**config.mk**
```make
export PLATFORM = sky130hd
export DESIGN_NAME = mc_ctrlunit_flat
export DESIGN_NICKNAME = d
export VERILOG_FILES = /design/src/rtl/ctrl_pkg.sv /design/src/rtl/mc_ctrlunit_if.sv /design/src/rtl/ctrl_decode.sv /design/src/rtl/mc_ctrlunit.sv /design/src/flat_wrapper.sv
export SDC_FILE = /design/constraint.sdc
export NUM_CORES = 1
export LEC_CHECK = 0
export BUFFER_PORTS_ARGS = -buffer_cell sky130_fd_sc_hd__buf_4
export CORE_MARGIN = 3
export CORE_UTILIZATION = 40
export CTS_CLUSTER_SIZE = 20
export DETAILED_ROUTE_END_ITERATION = 10
export PLACE_DENSITY_LB_ADDON = 0.2
export SETUP_SLACK_MARGIN = 0.4
export SLEW_MARGIN = 15
export SYNTH_ARGS = -nofsm -noshare
export SYNTH_HDL_FRONTEND = slang
export SYNTH_SLANG_ARGS = --single-unit
export TNS_END_PERCENT = 50
```
**constraint.sdc**
```tcl
create_clock -name clk -period 1.6 [get_ports clk]
set_input_delay 0 -clock clk [delete_from_list [all_inputs] [get_ports clk]]
set_output_delay 0 -clock clk [all_outputs]
set_load 0.01 [all_outputs]
```
**src/rtl/ctrl_pkg.sv**
```systemverilog
// Shared definitions for the multi-cycle control unit and its decoder:
// opcode map, ALU control codes, FSM state encoding and the control word.
package ctrl_pkg;

  localparam logic [3:0] OP_AND  = 4'h0;
  localparam logic [3:0] OP_OR   = 4'h1;
  localparam logic [3:0] OP_ADD  = 4'h2;
  localparam logic [3:0] OP_SUB  = 4'h3;
  localparam logic [3:0] OP_SLT  = 4'h4;
  localparam logic [3:0] OP_SUBC = 4'h5;
  localparam logic [3:0] OP_ADDC = 4'h6;
  localparam logic [3:0] OP_JMP  = 4'h7;
  localparam logic [3:0] OP_ANDI = 4'h8;
  localparam logic [3:0] OP_ORI  = 4'h9;
  localparam logic [3:0] OP_ADDI = 4'hA;
  localparam logic [3:0] OP_LW   = 4'hB;
  localparam logic [3:0] OP_SW   = 4'hC;
  localparam logic [3:0] OP_BEQ  = 4'hD;
  localparam logic [3:0] OP_BNE  = 4'hE;

  localparam logic [2:0] ALUC_AND  = 3'b000;
  localparam logic [2:0] ALUC_OR   = 3'b001;
  localparam logic [2:0] ALUC_ADD  = 3'b010;
  localparam logic [2:0] ALUC_SUB  = 3'b011;
  localparam logic [2:0] ALUC_ADDC = 3'b100;
  localparam logic [2:0] ALUC_SUBC = 3'b101;
  localparam logic [2:0] ALUC_SLT  = 3'b110;
  localparam logic [2:0] ALUC_JMP  = 3'b111;

  typedef enum logic [2:0] {
    ST_FETCH  = 3'd0,
    ST_DECODE = 3'd1,
    ST_EXEC   = 3'd2,
    ST_MEM    = 3'd3,
    ST_WB     = 3'd4,
    ST_TRAP   = 3'd5
  } state_t;

  // Decoded control word; an all-zero word is a NOP.
  typedef struct packed {
    logic [2:0] aluc;
    logic       alusrcb;
    logic       reg_des;
    logic       mem_to_reg;
    logic       wr_flag;
    logic       reg_write;
    logic       mem_read;
    logic       mem_write;
    logic       is_jump;
    logic       is_beq;
    logic       is_bne;
  } ctrl_word_t;

endpackage

```
**src/rtl/mc_ctrlunit_if.sv**
```systemverilog
// Control-unit bus: IR/flag/handshake inputs and all control strobes.
// Optional macro ILLEGAL_TRAP_EN adds the 'illegal' status line.
interface mc_ctrlunit_if #(
  parameter int unsigned OP_W   = 4,
  parameter int unsigned ALUC_W = 3
);
  logic [OP_W-1:0]   op;
  logic              zero;
  logic              instr_valid;
  logic              mem_ready;
  logic              ir_we;
  logic              pc_we;
  logic              jump;
  logic              branch;
  logic [ALUC_W-1:0] aluc;
  logic              alusrcb;
  logic              mem_re;
  logic              mem_we;
  logic              reg_we;
  logic              mem_to_reg;
  logic              reg_des;
  logic              wr_flag;
  logic              mem_err;
  logic [2:0]        state_o;
`ifdef ILLEGAL_TRAP_EN
  logic              illegal;
`endif

  // Control unit side
  modport master (
    input  op, zero, instr_valid, mem_ready,
    output ir_we, pc_we, jump, branch, aluc, alusrcb, mem_re, mem_we,
           reg_we, mem_to_reg, reg_des, wr_flag, mem_err, state_o
`ifdef ILLEGAL_TRAP_EN
    , output illegal
`endif
  );

  // Datapath / memory side
  modport slave (
    output op, zero, instr_valid, mem_ready,
    input  ir_we, pc_we, jump, branch, aluc, alusrcb, mem_re, mem_we,
           reg_we, mem_to_reg, reg_des, wr_flag, mem_err, state_o
`ifdef ILLEGAL_TRAP_EN
    , input illegal
`endif
  );
endinterface

```
**src/rtl/ctrl_decode.sv**
```systemverilog
// Combinational opcode -> control word decoder. Opcodes outside the
// defined map (0xF and anything wider) decode to an all-zero NOP word.
module ctrl_decode
  import ctrl_pkg::*;
#(
  parameter int unsigned OP_W = 4
) (
  input  logic [OP_W-1:0] op,
  output ctrl_word_t      cw
);

  // Opcode table lookup
  always_comb begin
    cw = '0;
    case (op)
      OP_W'(OP_AND):  begin cw.aluc = ALUC_AND;  cw.reg_des = 1'b1; cw.reg_write = 1'b1; end
      OP_W'(OP_OR):   begin cw.aluc = ALUC_OR;   cw.reg_des = 1'b1; cw.reg_write = 1'b1; end
      OP_W'(OP_ADD):  begin cw.aluc = ALUC_ADD;  cw.reg_des = 1'b1; cw.reg_write = 1'b1; cw.wr_flag = 1'b1; end
      OP_W'(OP_SUB):  begin cw.aluc = ALUC_SUB;  cw.reg_des = 1'b1; cw.reg_write = 1'b1; cw.wr_flag = 1'b1; end
      OP_W'(OP_SLT):  begin cw.aluc = ALUC_SLT;  cw.reg_des = 1'b1; cw.reg_write = 1'b1; end
      OP_W'(OP_SUBC): begin cw.aluc = ALUC_SUBC; cw.reg_des = 1'b1; cw.reg_write = 1'b1; cw.wr_flag = 1'b1; end
      OP_W'(OP_ADDC): begin cw.aluc = ALUC_ADDC; cw.reg_des = 1'b1; cw.reg_write = 1'b1; cw.wr_flag = 1'b1; end
      OP_W'(OP_JMP):  begin cw.aluc = ALUC_JMP;  cw.is_jump = 1'b1; end
      OP_W'(OP_ANDI): begin cw.aluc = ALUC_AND;  cw.alusrcb = 1'b1; cw.reg_write = 1'b1; end
      OP_W'(OP_ORI):  begin cw.aluc = ALUC_OR;   cw.alusrcb = 1'b1; cw.reg_write = 1'b1; end
      OP_W'(OP_ADDI): begin cw.aluc = ALUC_ADD;  cw.alusrcb = 1'b1; cw.reg_write = 1'b1; cw.wr_flag = 1'b1; end
      OP_W'(OP_LW):   begin cw.aluc = ALUC_ADD;  cw.alusrcb = 1'b1; cw.reg_write = 1'b1;
                            cw.mem_to_reg = 1'b1; cw.mem_read = 1'b1; end
      OP_W'(OP_SW):   begin cw.aluc = ALUC_ADD;  cw.alusrcb = 1'b1; cw.mem_write = 1'b1; end
      OP_W'(OP_BEQ):  begin cw.aluc = ALUC_SUB;  cw.is_beq = 1'b1; end
      OP_W'(OP_BNE):  begin cw.aluc = ALUC_SUB;  cw.is_bne = 1'b1; end
      default: ;
    endcase
  end

endmodule

```
**src/rtl/mc_ctrlunit.sv**
```systemverilog
// Multi-cycle control unit: FETCH/DECODE/EXEC/MEM/WB sequencer with
// instruction/data memory handshakes and a data-memory wait timeout.
// Optional macro ILLEGAL_TRAP_EN: opcode 0xF traps (sticky until rst)
// instead of executing as a NOP.
module mc_ctrlunit
  import ctrl_pkg::*;
#(
  parameter int unsigned OP_W        = 4,
  parameter int unsigned ALUC_W      = 3,
  parameter int unsigned MEM_TIMEOUT = 15
) (
  input logic          clk,
  input logic          rst,
  mc_ctrlunit_if.master bus
);

  localparam int unsigned CNT_W = $clog2(MEM_TIMEOUT + 1);

  state_t           state, state_d;
  logic [OP_W-1:0]  op_q;
  ctrl_word_t       cw_d, cw_q;
  logic [CNT_W-1:0] wait_cnt;
  logic             undef_op;

  ctrl_decode #(.OP_W(OP_W)) u_decode (
    .op (bus.op),
    .cw (cw_d)
  );

  assign undef_op = (op_q > OP_W'(OP_BNE));

  // State register
  always_ff @(posedge clk) begin
    if (rst) state <= ST_FETCH;
    else     state <= state_d;
  end

  // Latch opcode and control word once per instruction in DECODE
  always_ff @(posedge clk) begin
    if (rst) begin
      op_q <= '0;
      cw_q <= '0;
    end else if (state == ST_DECODE) begin
      op_q <= bus.op;
      cw_q <= cw_d;
    end
  end

  // Count cycles spent waiting in MEM; cleared whenever MEM is left
  always_ff @(posedge clk) begin
    if (rst)                                         wait_cnt <= '0;
    else if (state == ST_MEM && state_d == ST_MEM)   wait_cnt <= wait_cnt + CNT_W'(1);
    else                                             wait_cnt <= '0;
  end

  // Next state and control strobes; reset forces every output low
  always_comb begin
    state_d        = state;
    bus.ir_we      = 1'b0;
    bus.pc_we      = 1'b0;
    bus.jump       = 1'b0;
    bus.branch     = 1'b0;
    bus.aluc       = '0;
    bus.alusrcb    = 1'b0;
    bus.mem_re     = 1'b0;
    bus.mem_we     = 1'b0;
    bus.reg_we     = 1'b0;
    bus.mem_to_reg = 1'b0;
    bus.reg_des    = 1'b0;
    bus.wr_flag    = 1'b0;
    bus.mem_err    = 1'b0;
    bus.state_o    = state;
`ifdef ILLEGAL_TRAP_EN
    bus.illegal    = 1'b0;
`endif

    if (state == ST_EXEC || state == ST_MEM || state == ST_WB) begin
      bus.aluc       = ALUC_W'(cw_q.aluc);
      bus.alusrcb    = cw_q.alusrcb;
      bus.reg_des    = cw_q.reg_des;
      bus.mem_to_reg = cw_q.mem_to_reg;
    end

    case (state)
      ST_FETCH: begin
        if (bus.instr_valid) begin
          bus.ir_we = 1'b1;
          state_d   = ST_DECODE;
        end
      end
      ST_DECODE: state_d = ST_EXEC;
      ST_EXEC: begin
        if (undef_op) begin
`ifdef ILLEGAL_TRAP_EN
          state_d   = ST_TRAP;
`else
          bus.pc_we = 1'b1;
          state_d   = ST_FETCH;
`endif
        end else if (cw_q.is_jump) begin
          bus.pc_we = 1'b1;
          bus.jump  = 1'b1;
          state_d   = ST_FETCH;
        end else if (cw_q.is_beq || cw_q.is_bne) begin
          bus.pc_we  = 1'b1;
          bus.branch = cw_q.is_beq ? bus.zero : ~bus.zero;
          state_d    = ST_FETCH;
        end else if (cw_q.mem_read || cw_q.mem_write) begin
          state_d = ST_MEM;
        end else begin
          state_d = ST_WB;
        end
      end
      ST_MEM: begin
        bus.mem_re = cw_q.mem_read;
        bus.mem_we = cw_q.mem_write;
        // ready takes priority over a timeout hit in the same cycle
        if (bus.mem_ready) begin
          if (cw_q.mem_write) begin
            bus.pc_we = 1'b1;
            state_d   = ST_FETCH;
          end else begin
            state_d   = ST_WB;
          end
        end else if (wait_cnt == CNT_W'(MEM_TIMEOUT - 1)) begin
          bus.mem_err = 1'b1;
          state_d     = ST_FETCH;
        end
      end
      ST_WB: begin
        bus.reg_we  = cw_q.reg_write;
        bus.pc_we   = 1'b1;
        bus.wr_flag = cw_q.wr_flag;
        state_d     = ST_FETCH;
      end
`ifdef ILLEGAL_TRAP_EN
      ST_TRAP: begin
        bus.illegal = 1'b1;
        state_d     = ST_TRAP;
      end
`endif
      default: state_d = ST_FETCH;
    endcase

    if (rst) begin
      bus.ir_we      = 1'b0;
      bus.pc_we      = 1'b0;
      bus.jump       = 1'b0;
      bus.branch     = 1'b0;
      bus.aluc       = '0;
      bus.alusrcb    = 1'b0;
      bus.mem_re     = 1'b0;
      bus.mem_we     = 1'b0;
      bus.reg_we     = 1'b0;
      bus.mem_to_reg = 1'b0;
      bus.reg_des    = 1'b0;
      bus.wr_flag    = 1'b0;
      bus.mem_err    = 1'b0;
      bus.state_o    = '0;
`ifdef ILLEGAL_TRAP_EN
      bus.illegal    = 1'b0;
`endif
    end
  end

endmodule
```
**src/flat_wrapper.sv**
```systemverilog
// flat-port wrapper written by rule: the top's interface ports become plain ports
module mc_ctrlunit_flat import ctrl_pkg::*;
#(
  parameter int unsigned OP_W        = 4,
  parameter int unsigned ALUC_W      = 3,
  parameter int unsigned MEM_TIMEOUT = 15
)
  (clk, rst, bus_op, bus_zero, bus_instr_valid, bus_mem_ready, bus_ir_we, bus_pc_we, bus_jump, bus_branch, bus_aluc, bus_alusrcb, bus_mem_re, bus_mem_we, bus_reg_we, bus_mem_to_reg, bus_reg_des, bus_wr_flag, bus_mem_err, bus_state_o);
  mc_ctrlunit_if #(.OP_W(OP_W), .ALUC_W(ALUC_W)) bus_i ();
  input logic clk;
  input logic rst;
  input wire logic [$bits(bus_i.op)-1:0] bus_op;
  input wire logic [$bits(bus_i.zero)-1:0] bus_zero;
  input wire logic [$bits(bus_i.instr_valid)-1:0] bus_instr_valid;
  input wire logic [$bits(bus_i.mem_ready)-1:0] bus_mem_ready;
  output wire logic [$bits(bus_i.ir_we)-1:0] bus_ir_we;
  output wire logic [$bits(bus_i.pc_we)-1:0] bus_pc_we;
  output wire logic [$bits(bus_i.jump)-1:0] bus_jump;
  output wire logic [$bits(bus_i.branch)-1:0] bus_branch;
  output wire logic [$bits(bus_i.aluc)-1:0] bus_aluc;
  output wire logic [$bits(bus_i.alusrcb)-1:0] bus_alusrcb;
  output wire logic [$bits(bus_i.mem_re)-1:0] bus_mem_re;
  output wire logic [$bits(bus_i.mem_we)-1:0] bus_mem_we;
  output wire logic [$bits(bus_i.reg_we)-1:0] bus_reg_we;
  output wire logic [$bits(bus_i.mem_to_reg)-1:0] bus_mem_to_reg;
  output wire logic [$bits(bus_i.reg_des)-1:0] bus_reg_des;
  output wire logic [$bits(bus_i.wr_flag)-1:0] bus_wr_flag;
  output wire logic [$bits(bus_i.mem_err)-1:0] bus_mem_err;
  output wire logic [$bits(bus_i.state_o)-1:0] bus_state_o;
  assign bus_i.op = bus_op;
  assign bus_i.zero = bus_zero;
  assign bus_i.instr_valid = bus_instr_valid;
  assign bus_i.mem_ready = bus_mem_ready;
  assign bus_ir_we = bus_i.ir_we;
  assign bus_pc_we = bus_i.pc_we;
  assign bus_jump = bus_i.jump;
  assign bus_branch = bus_i.branch;
  assign bus_aluc = bus_i.aluc;
  assign bus_alusrcb = bus_i.alusrcb;
  assign bus_mem_re = bus_i.mem_re;
  assign bus_mem_we = bus_i.mem_we;
  assign bus_reg_we = bus_i.reg_we;
  assign bus_mem_to_reg = bus_i.mem_to_reg;
  assign bus_reg_des = bus_i.reg_des;
  assign bus_wr_flag = bus_i.wr_flag;
  assign bus_mem_err = bus_i.mem_err;
  assign bus_state_o = bus_i.state_o;
  mc_ctrlunit #(.OP_W(OP_W), .ALUC_W(ALUC_W), .MEM_TIMEOUT(MEM_TIMEOUT)) u_core (.clk(clk), .rst(rst), .bus(bus_i));
endmodule
```
==> out/metrics.yaml, run 1 <==
yosys:
  yosysTopAreaCellShare_pct: 37.5
  syn_area_per_cell_um2: 7.92
  yosys-mux-area-fraction_pct: 0
  ys_top_cells_by_count: "dfxtp_1 (23), nand2_1 (23), a21oi_1 (19)"
  synth.ff_latch_count: 23
  synth_nets: 166
  async_reset_ff_share_pct: 0
  synthXorXnorAreaFrac_pct: 1.43
  synthAdderAreaFrac_pct: 2.04
  syn-cell-area_mm2: 0.00123
  synth_edf_count: 0
  ys_top_cells_by_area: "dfxtp_1 (38%), a21oi_1 (7.7%), nand2_1 (7.0%), nand4_1 (4.1%), nor2b_1 (4.1%)"
  ys_seq_area_share_pct: 37.5
  synth_compound_area_share_pct: 18.8
  synth_simple_gate_area_share_pct: 35.1
  ys_types: 36
  synth_top_flop_cell: "dfxtp_1"
  ys_warn_count: 0
  synthCells: 155
  yosys.area.top_type: "dfxtp_1"
  synth_top_family_by_area: "simple AND/OR/NAND/NOR gates"
timing:
  finalCritPeriodShare_pct: 101
  finClkSkew_ps: 0.865
  fmax_mhz: 619
  setup_viol: 1
  drv_slew: 0
  worst_slack_ps: -16.1
  fin_tns_setup_ps: -16.1
  worst_pin_slew_ps: 424
  min_period_ps: 1620
  hold_ws_ps: 45.1
  relSlewSlack_pct: 71.7
  hold_violations: 0
  rsz0062_at_grt: "true"
route:
  drtIter0Drc: 101
  drc: 0
  vias_per_cell: 5.57
  postRouteAntennaNets: 0
  dr.pass1.iters: 4
  vias: 1287
  wire_per_inst_um: 15.6
  routed_wirelength_mm: 3.61
worst_setup_path:
  worstPathMaxFanout: 4
  path_class: "flop to output port"
  critPathRequiredTime_ps: 1600
  crit_slowest_cell: "dfxtp_4"
  end_kind: "output port"
  startpoint_type: "flop"
  slowest_delay_ps: 400
  arrival_ps: 1620
  cp_cell_sequence: "or3b_4 -> buf_4 -> a31oi_4 -> buf_6"
pwr:
  p_sw_share_pct: 29.4
  vdd_drop_max_mv: 0.590
  p_seq_share_pct: 53.1
  p_per_area_mw_per_mm2: 619
  p_leak_nw: 0.710
  p_total_mw: 1.15
  p_comb_share_pct: 21.7
  internal_power_uw: 810
  switching_power_uw: 338
  clkPwrFrac_pct: 25.2
clocking:
  clk_pin_slew_ps: 130
  cts-root-buf: "clkbuf_4"
  numCtsBuffers: 3
  clock_tree.buffer_depth: 2
  clock_latency_ps: 330
  h-tree-depth: 1
  clock_sinks: 23
  cts_tree: "built"
grt:
  grt_pass1_wl_mm: 5.34
  overflow: 0
  grt_max_degree: 26
  grt_pass1_vias: 1175
  antenna_found_initial: 0
  grt.total_usage_pct: 19.1
cells_and_area:
  fin_area_mm2: 0.00185
  final_util_pct: 65.5
  drive_above_1_share_pct: 41.0
  fin_nets: 212
  fin_cells: 231
  antenna_cells: 0
  area_delta_synth_final_pct: 51.1
placement:
  placed_area_mm2: 0.00145
  hpwl_mm: 2.10
  place_inst: 205
  place_congestion: 0.792
  dp_slack_ps: 246
  io_buffer_count: 26
die:
  dieArea_mm2: 0.00377
  fp.dieW_um: 61.4
  core_area_mm2: 0.00283
  die_h_um: 61.4
  pin_count: 27
  fp-row-count: 19
  initial_core_util_pct: 43.4
run_status:
  status: "finished, violations left"
  violations: "setup timing"
worst_hold_path:
  hold_path.class: "input pin to flop"
flow_run:
  maxCapViolations: 0
==> path summary, 6_finish.rpt <==
check / start / end / slack (ps) / cells after the start
worst max-delay path: u_core.state[2]$_SDFF_PP0_ / bus_pc_we / -20 / 4
worst min register to register: u_core.cw_q[8]$_SDFFE_PP0P_ / u_core.cw_q[8]$_SDFFE_PP0P_ / 460 / 2
worst min-delay path: bus_mem_ready / u_core.state[2]$_SDFF_PP0_ / 50 / 3
worst max register to register: u_core.state[2]$_SDFF_PP0_ / u_core.wait_cnt[0]$_SDFF_PP0_ / 190 / 6
==> power by group through the flow <==
| stage | Clock [mW] | Combinational (mW) | Sequential [mW] |
|---|---|---|---|
| finish | 0.289 | 0.249 | 0.609 |
| global route | 0.306 | 0.271 | 0.611 |
| CTS | 0.291 | 0.206 | 0.608 |
| detailed placement | 0 | 0.164 | 0.625 |
| global placement | 0 | 0.161 | 0.623 |
| floorplan | 0 | 0.117 | 0.619 |
==> timing repair <==
item / in CTS / in global routing
setup buffers: 7 / 10
resized for setup: 21 / 27
cloned: 0 / 0
pin swaps: 12 / 10
endpoints found under the hold margin: 6 / 0
setup endpoints to repair: 39 / 39
hold buffers: 5 / 0
==> cell families (layout without fill, tap and decap cells) <==
family | Yosys count | count (layout)
AO/OA/AOI/OAI | 36 | 36
XOR/XNOR | 2 | 2
adder cells (fa/ha/maj) | 2 | 2
buffers and inverters | 14 | 59
flip-flops | 23 | 23
AND/OR/NAND/NOR | 78 | 78
==> cell usage in the layout, fill, tap and decap left out, types with 2 or more instances in the layout <==
cell,instances
a21oi_4,2
nand2_2,2
dfxtp_4,3
nor2b_1,6
nor3b_4,2
nor3_2,2
nand4_1,8
a21oi_1,17
nor3b_2,2
ha_1,2
inv_1,2
clkbuf_4,3
o21ai_0,5
dlygate4sd3_1,5
and2_1,5
nor2_1,9
nand3_1,4
dfxtp_1,20
and3_4,2
buf_4,32
nand2_1,21
buf_6,15
or3b_4,2
and3_1,3
==> metal layers <==
metal / up-vias / wire, um / share of wire [%] / global-route usage, %
li1: 641 / - / - / -
met1: 614 / 1540 / 43 / 23.3
met2: 27 / 1910 / 53 / 32.6
met3: 5 / 129 / 3.6 / 5.03
met4: 0 / 29 / 0.80 / 6.36
met5: - / 0 / 0 / 0
==> sequential cells by signal, indices dropped and copies added (netlist names) <==
signal	flops
u_core.cw_q	12
u_core.wait_cnt	4
u_core.op_q	4
u_core.state	3
==> critical path: cells and delay by family (launching register included) <==
family,cells,cell delay (ps)
DFF,1,400
buffers and inverters,2,290
and+or+nand+nor,1,400
AOI/OAI and AO/OA,1,190
==> final cells by class <==
type                       instances  area (um2)
fill                             233         975
multi-input combinational        118         827
timing repair buffer              53         479
sequential                        23         472
tap                               31        38.8
clock buffer                       3        22.5
clock inverter                     1        7.51
inverter                           2        7.51
Power figures use the tool's default switching activity.
==> run 2: changes to the inputs <==
--- a/config.mk
+++ b/config.mk
@@ -6,6 +6,7 @@
 export NUM_CORES = 1
 export LEC_CHECK = 0
 export BUFFER_PORTS_ARGS = -buffer_cell sky130_fd_sc_hd__buf_4
+export CORE_ASPECT_RATIO = 1.2
 export CORE_MARGIN = 3
 export CORE_UTILIZATION = 40
 export CTS_CLUSTER_SIZE = 20
==> out/metrics.yaml, run 2 (same netlist as run 1, synthesis figures left out) <==
worst_setup_path:
  end_kind: "output port"  # unchanged
  path_delay_family: "simple AND/OR/NAND/NOR gates"  # was flip-flops
  worstPathMaxFanout: 6  # was 4
  path_buf_inv: 1  # was 2
  cp_cell_sequence: "or3b_4 -> a21oi_4 -> and2_1 -> buf_4"  # was or3b_4 -> buf_4 -> a31oi_4 -> buf_6
  arrival_ps: 1590  # was 1620 ps
  path_class: "flop to output port"  # unchanged
  slowest_delay_ps: 400  # about the same
  startpoint_type: "flop"  # unchanged
  critPathRequiredTime_ps: 1600  # about the same
  crit_slowest_cell: "or3b_4"  # was dfxtp_4
  r2r_setup_slack_ps: 160  # was 190 ps
placement:
  hpwl_mm: 2.12  # was 2.10 mm
  place_congestion: 0.830  # was 0.792
  place_inst: 207  # was 205
  io_buffer_count: 26  # unchanged
die:
  fp-row-count: 21  # was 19
  die_h_um: 66.7  # was 61.4 um
  fp.dieW_um: 56.6  # was 61.4 um
  core_area_mm2: 0.00286  # was 0.00283 mm2
  dieArea_mm2: 0.00377  # about the same
  initial_core_util_pct: 42.9  # was 43.4%
  pin_count: 27  # unchanged
cells_and_area:
  fin_cells: 229  # was 231
  final_cell_mix: "buf_4 (37), nand2_1 (21), dfxtp_1 (19)"  # was buf_4 (32), nand2_1 (21), dfxtp_1 (20)
  drive_above_1_share_pct: 40.0  # was 41.0%
  antenna_cells: 0  # unchanged
  largest_reg_flops: 12  # unchanged
  area_delta_synth_final_pct: 43.4  # was 51.1%
  final_common_cell: "buf_4"  # unchanged
  fillers: 242  # was 233
  largest-register: "u_core.cw_q"  # unchanged
  top_regs: "u_core.cw_q (12), u_core.op_q (4), u_core.wait_cnt (4)"  # unchanged
  fin_nets: 207  # was 212
pwr:
  p_per_area_mw_per_mm2: 631  # was 619 mW/mm2
  p_leak_nw: 0.675  # was 0.710 nW
  vdd_drop_max_mv: 0.430  # was 0.590 mV
  p_total_mw: 1.11  # was 1.15 mW
timing:
  hold_violations: 0  # unchanged
  rsz0062_at_grt: "true"  # unchanged
  fin_tns_setup_ps: 0  # was -16.1 ps
  drv_slew: 0  # unchanged
  setup_viol: 0  # was 1
  fmax_mhz: 630  # was 619 MHz
  worst_pin_slew_ps: 436  # was 424 ps
  relSlewSlack_pct: 70.6  # was 71.7%
  finalCritPeriodShare_pct: 99.2  # was 101%
  finClkSkew_ps: 11.4  # was 0.865 ps
  min_period_ps: 1590  # was 1620 ps
  hold_ws_ps: 8.15  # was 45.1 ps
clocking:
  clk_pin_slew_ps: 140  # was 130 ps
  cts-root-buf: "clkbuf_4"  # unchanged
  clock_latency_ps: 310  # was 330 ps
  clock_tree.buffer_depth: 2  # unchanged
  cts_tree: "built"  # unchanged
  numCtsBuffers: 3  # unchanged
  h-tree-depth: 1  # unchanged
  clock_sinks: 23  # unchanged
grt:
  antenna_found_initial: 0  # unchanged
  grt.total_usage_pct: 16.9  # was 19.1%
  grt_pass1_vias: 1199  # was 1175
  grt_max_degree: 26  # unchanged
  overflow: 0  # unchanged
  grt_pass1_wl_mm: 5.12  # was 5.34 mm
route:
  postRouteAntennaNets: 0  # unchanged
  drc: 0  # unchanged
  vias: 1281  # was 1287
  dr.pass1.iters: 4  # unchanged
  drtIter0Drc: 67  # was 101
  wire_per_inst_um: 14.6  # was 15.6 um
  vias_per_cell: 5.59  # was 5.57
  routed_wirelength_mm: 3.34  # was 3.61 mm
flow_run:
  maxCapViolations: 0  # unchanged
worst_hold_path:
  hold_path.class: "input pin to flop"  # unchanged
run_status:
  status: "finished, final reports clean"  # was finished, violations left
==> run 2: through the flow <==
stage	instance area (um2)	utilization, %	worst slack, ps
global route	1760	61.5	-52.3
floorplan	1240	-	389
global placement	1440	50.3	210
CTS	1590	55.6	-0.585
detailed placement	1440	50.3	146
finish	1760	61.5	12.3
==> run 2: metal layers <==
| metal | routed length (um) | part of all wire, % | GRT usage [%] | vias up |
|---|---|---|---|---|
| li1 | - | - | - | 634 |
| met1 | 1450 | 43 | 20.0 | 607 |
| met2 | 1690 | 51 | 31.1 | 32 |
| met3 | 128 | 3.8 | 2.13 | 8 |
| met4 | 76 | 2.3 | 5.93 | 0 |
| met5 | 0 | 0 | 0 | - |
==> run 2: path summary, 6_finish.rpt <==
kind	startpoint	endpoint	depth (start not counted)
worst max-delay path	u_core.state[2]$_SDFF_PP0_	bus_mem_to_reg	4
worst min-delay path	bus_op[0]	u_core.op_q[0]$_SDFFE_PP0P_	3
worst max register to register	u_core.state[2]$_SDFF_PP0_	u_core.op_q[1]$_SDFFE_PP0P_	5
worst min register to register	u_core.cw_q[12]$_SDFFE_PP0P_	u_core.cw_q[12]$_SDFFE_PP0P_	2
==> run 2: repair_timing <==
| item | in CTS | in global routing |
|---|---|---|
| pin swaps | 12 | 16 |
| setup buffers | 5 | 11 |
| hold endpoints to repair | 2 | 0 |
| endpoints found under the setup margin | 39 | 40 |
| resized for setup | 16 | 22 |
| hold buffers | 2 | 0 |
==> run 2: cell type report <==
cell class / count / area, um2 / area share [%]
multi-input combinational: 118 / 808 / 45.9
sequential: 23 / 473 / 26.9
timing repair buffer: 48 / 403 / 22.9
tap: 34 / 42.5 / 2.42
clock buffer: 4 / 26.3 / 1.49
inverter: 2 / 7.51 / 0.426
==> run 2: report_power, final <==
group	total [mW]	internal (mW)	switching [mW]
logic	0.228	0.106	0.122
clock network	0.274	0.0972	0.177
registers	0.608	0.593	0.0155
total	1.11	0.796	0.315
==> run 2: tightest hold or removal path, delay by kind of cell <==
kind,cells,cell delay (ps)
buffers and inverters,1,160
AOI/OAI and AO/OA,1,50
and+or+nand+nor,1,70
==> run 3: changes to the inputs <==
--- a/config.mk
+++ b/config.mk
@@ -11,6 +11,7 @@
 export CORE_UTILIZATION = 40
 export CTS_CLUSTER_SIZE = 20
 export DETAILED_ROUTE_END_ITERATION = 10
+export MAX_ROUTING_LAYER = met4
 export PLACE_DENSITY_LB_ADDON = 0.2
 export SETUP_SLACK_MARGIN = 0.4
 export SLEW_MARGIN = 15
==> out/metrics.yaml, run 3 (same netlist as run 1, synthesis figures left out) <==
timing:
  relSlewSlack_pct: 70.4  # was 70.6%
  hold_violations: 0  # unchanged
  worst_pin_slew_ps: 440  # was 436 ps
  rsz0062_at_grt: "true"  # unchanged
  drv_slew: 0  # unchanged
  finalCritPeriodShare_pct: 99.3  # was 99.2%
  finClkSkew_ps: 9.04  # was 11.4 ps
  worst_slack_ps: 11.6  # was 12.3 ps
  min_period_ps: 1590  # about the same
  setup_viol: 0  # unchanged
  fmax_mhz: 630  # about the same
worst_setup_path:
  r2r-start: "u_core.state[2]$_SDFF_PP0_"  # unchanged
  startpoint_type: "flop"  # unchanged
  slowest_delay_ps: 420  # was 400 ps
  r2r_setup_slack_ps: 170  # was 160 ps
  end_kind: "output port"  # unchanged
  critPathRequiredTime_ps: 1600  # about the same
  path_class: "flop to output port"  # unchanged
  rr_worst_depth: 5  # unchanged
  cp_cell_sequence: "or3b_4 -> a21oi_4 -> and2_1 -> buf_4"  # unchanged
  worstPathMaxFanout: 6  # unchanged
  arrival_ps: 1590  # about the same
  crit_slowest_cell: "or3b_4"  # unchanged
  r2r-end: "u_core.op_q[1]$_SDFFE_PP0P_"  # unchanged
die:
  pin_count: 27  # unchanged
  fp.dieW_um: 56.6  # unchanged
  core_area_mm2: 0.00286  # unchanged
  fp-row-count: 21  # unchanged
  die_h_um: 66.7  # unchanged
  dieArea_mm2: 0.00377  # unchanged
  initial_core_util_pct: 42.9  # unchanged
clocking:
  clock_tree.buffer_depth: 2  # unchanged
  cts_tree: "built"  # unchanged
  clk_pin_slew_ps: 130  # was 140 ps
  h-tree-depth: 1  # unchanged
  numCtsBuffers: 3  # unchanged
  cts-root-buf: "clkbuf_4"  # unchanged
  clock_latency_ps: 310  # about the same
  clock_sinks: 23  # unchanged
placement:
  hpwl_mm: 2.12  # unchanged
  io_buffer_count: 26  # unchanged
  place_inst: 207  # unchanged
  placed_area_mm2: 0.00144  # unchanged
  place_congestion: 0.843  # was 0.830
  dp_slack_ps: 146  # unchanged
cells_and_area:
  fillers: 242  # unchanged
  final_common_cell: "buf_4"  # unchanged
  fin_cells: 229  # unchanged
  largest_reg_flops: 12  # unchanged
  drive_above_1_share_pct: 40.0  # unchanged
  fin_nets: 207  # unchanged
  final_util_pct: 61.5  # unchanged
  fin_area_mm2: 0.00176  # unchanged
  antenna_cells: 0  # unchanged
  top_regs: "u_core.cw_q (12), u_core.op_q (4), u_core.wait_cnt (4)"  # unchanged
  largest-register: "u_core.cw_q"  # unchanged
  final_cell_mix: "buf_4 (37), nand2_1 (21), dfxtp_1 (19)"  # unchanged
  area_delta_synth_final_pct: 43.4  # unchanged
grt:
  overflow: 0  # unchanged
  grt_pass1_vias: 1200  # was 1199
  grt.total_usage_pct: 17.4  # was 16.9%
  grt_pass1_wl_mm: 5.12  # unchanged
  grt_max_degree: 26  # unchanged
  antenna_found_initial: 0  # unchanged
route:
  routed_wirelength_mm: 3.34  # about the same
  drtIter0Drc: 57  # was 67
  vias_per_cell: 5.61  # was 5.59
  postRouteAntennaNets: 0  # unchanged
  dr.pass1.iters: 4  # unchanged
  vias: 1284  # was 1281
  wire_per_inst_um: 14.6  # about the same
  drc: 0  # unchanged
worst_hold_path:
  hold_path.class: "input pin to flop"  # unchanged
  min_to: "u_core.op_q[0]$_SDFFE_PP0P_"  # unchanged
  hp-start: "bus_op[0]"  # unchanged
  hold_depth: 3  # unchanged
flow_run:
  maxCapViolations: 0  # unchanged
pwr:
  p_leak_nw: 0.675  # unchanged
  vdd_drop_max_mv: 0.428  # was 0.430 mV
  p_per_area_mw_per_mm2: 631  # about the same
  p_total_mw: 1.11  # about the same
run_status:
  status: "finished, final reports clean"  # unchanged
## run 3: worst max path at each step
stage                                           from                           end  slack [ps]
after global placement    u_core.state[2]$_SDFF_PP0_                   bus_aluc[2]         210
after floorplan           u_core.state[0]$_SDFF_PP0_  u_core.cw_q[10]$_SDFFE_PP0P_         390
after CTS                 u_core.state[2]$_SDFF_PP0_                   bus_aluc[1]        -0.6
after global routing      u_core.state[2]$_SDFF_PP0_                   bus_aluc[0]         -50
after detailed placement  u_core.state[2]$_SDFF_PP0_                   bus_aluc[1]         150
final                     u_core.state[1]$_SDFF_PP0_                bus_mem_to_reg          10
## run 3: area by class of cell
type | instances | area (um2) | share of cell area [%]
Clock buffer | 4 | 26.3 | 1.49
Inverter | 2 | 7.51 | 0.426
Multi-Input combinational cell | 118 | 808 | 45.9
Sequential cell | 23 | 473 | 26.9
Tap cell | 34 | 42.5 | 2.42
Timing Repair Buffer | 48 | 403 | 22.9
## run 3: power by group
group | switching, mW | internal, mW | total [mW]
registers | 0.0157 | 0.593 | 0.608
logic | 0.122 | 0.106 | 0.228
clock network | 0.178 | 0.0972 | 0.275
total | 0.315 | 0.796 | 1.11
## run 3: per-stage QoR
stage          hold slack (ps)  setup TNS (ps)
3_5_place_dp               285               0
6_report                  3.83               0
3_3_place_gp               273               0
4_1_cts                   8.01          -0.585
2_1_floorplan             54.4               0
5_1_grt                   3.98            -326
## run 3: per-layer routing
metal	vias to the layer above	track usage (%)	routed length, um
li1	634	-	-
met1	604	20.0	1430
met5	-	-	0
met3	8	2.13	157
met4	0	5.93	79
met2	38	31.1	1680
## run 3: worst max-delay path: cells and delay by family (launching register included)
family / cells / cell delay [ps]
AND/OR/NAND/NOR: 2 / 580
buffers and inverters: 1 / 110
flip-flops: 1 / 380
AO/OA/AOI/OAI: 1 / 210
## run 3: timing repair
item / in CTS / in global routing
pin swaps: 12 / 16
buffers inserted: 5 / 11
endpoints found under the setup margin: 39 / 40
hold buffers: 2 / 0
gates resized for setup: 16 / 22
endpoints found under the hold margin: 2 / 0
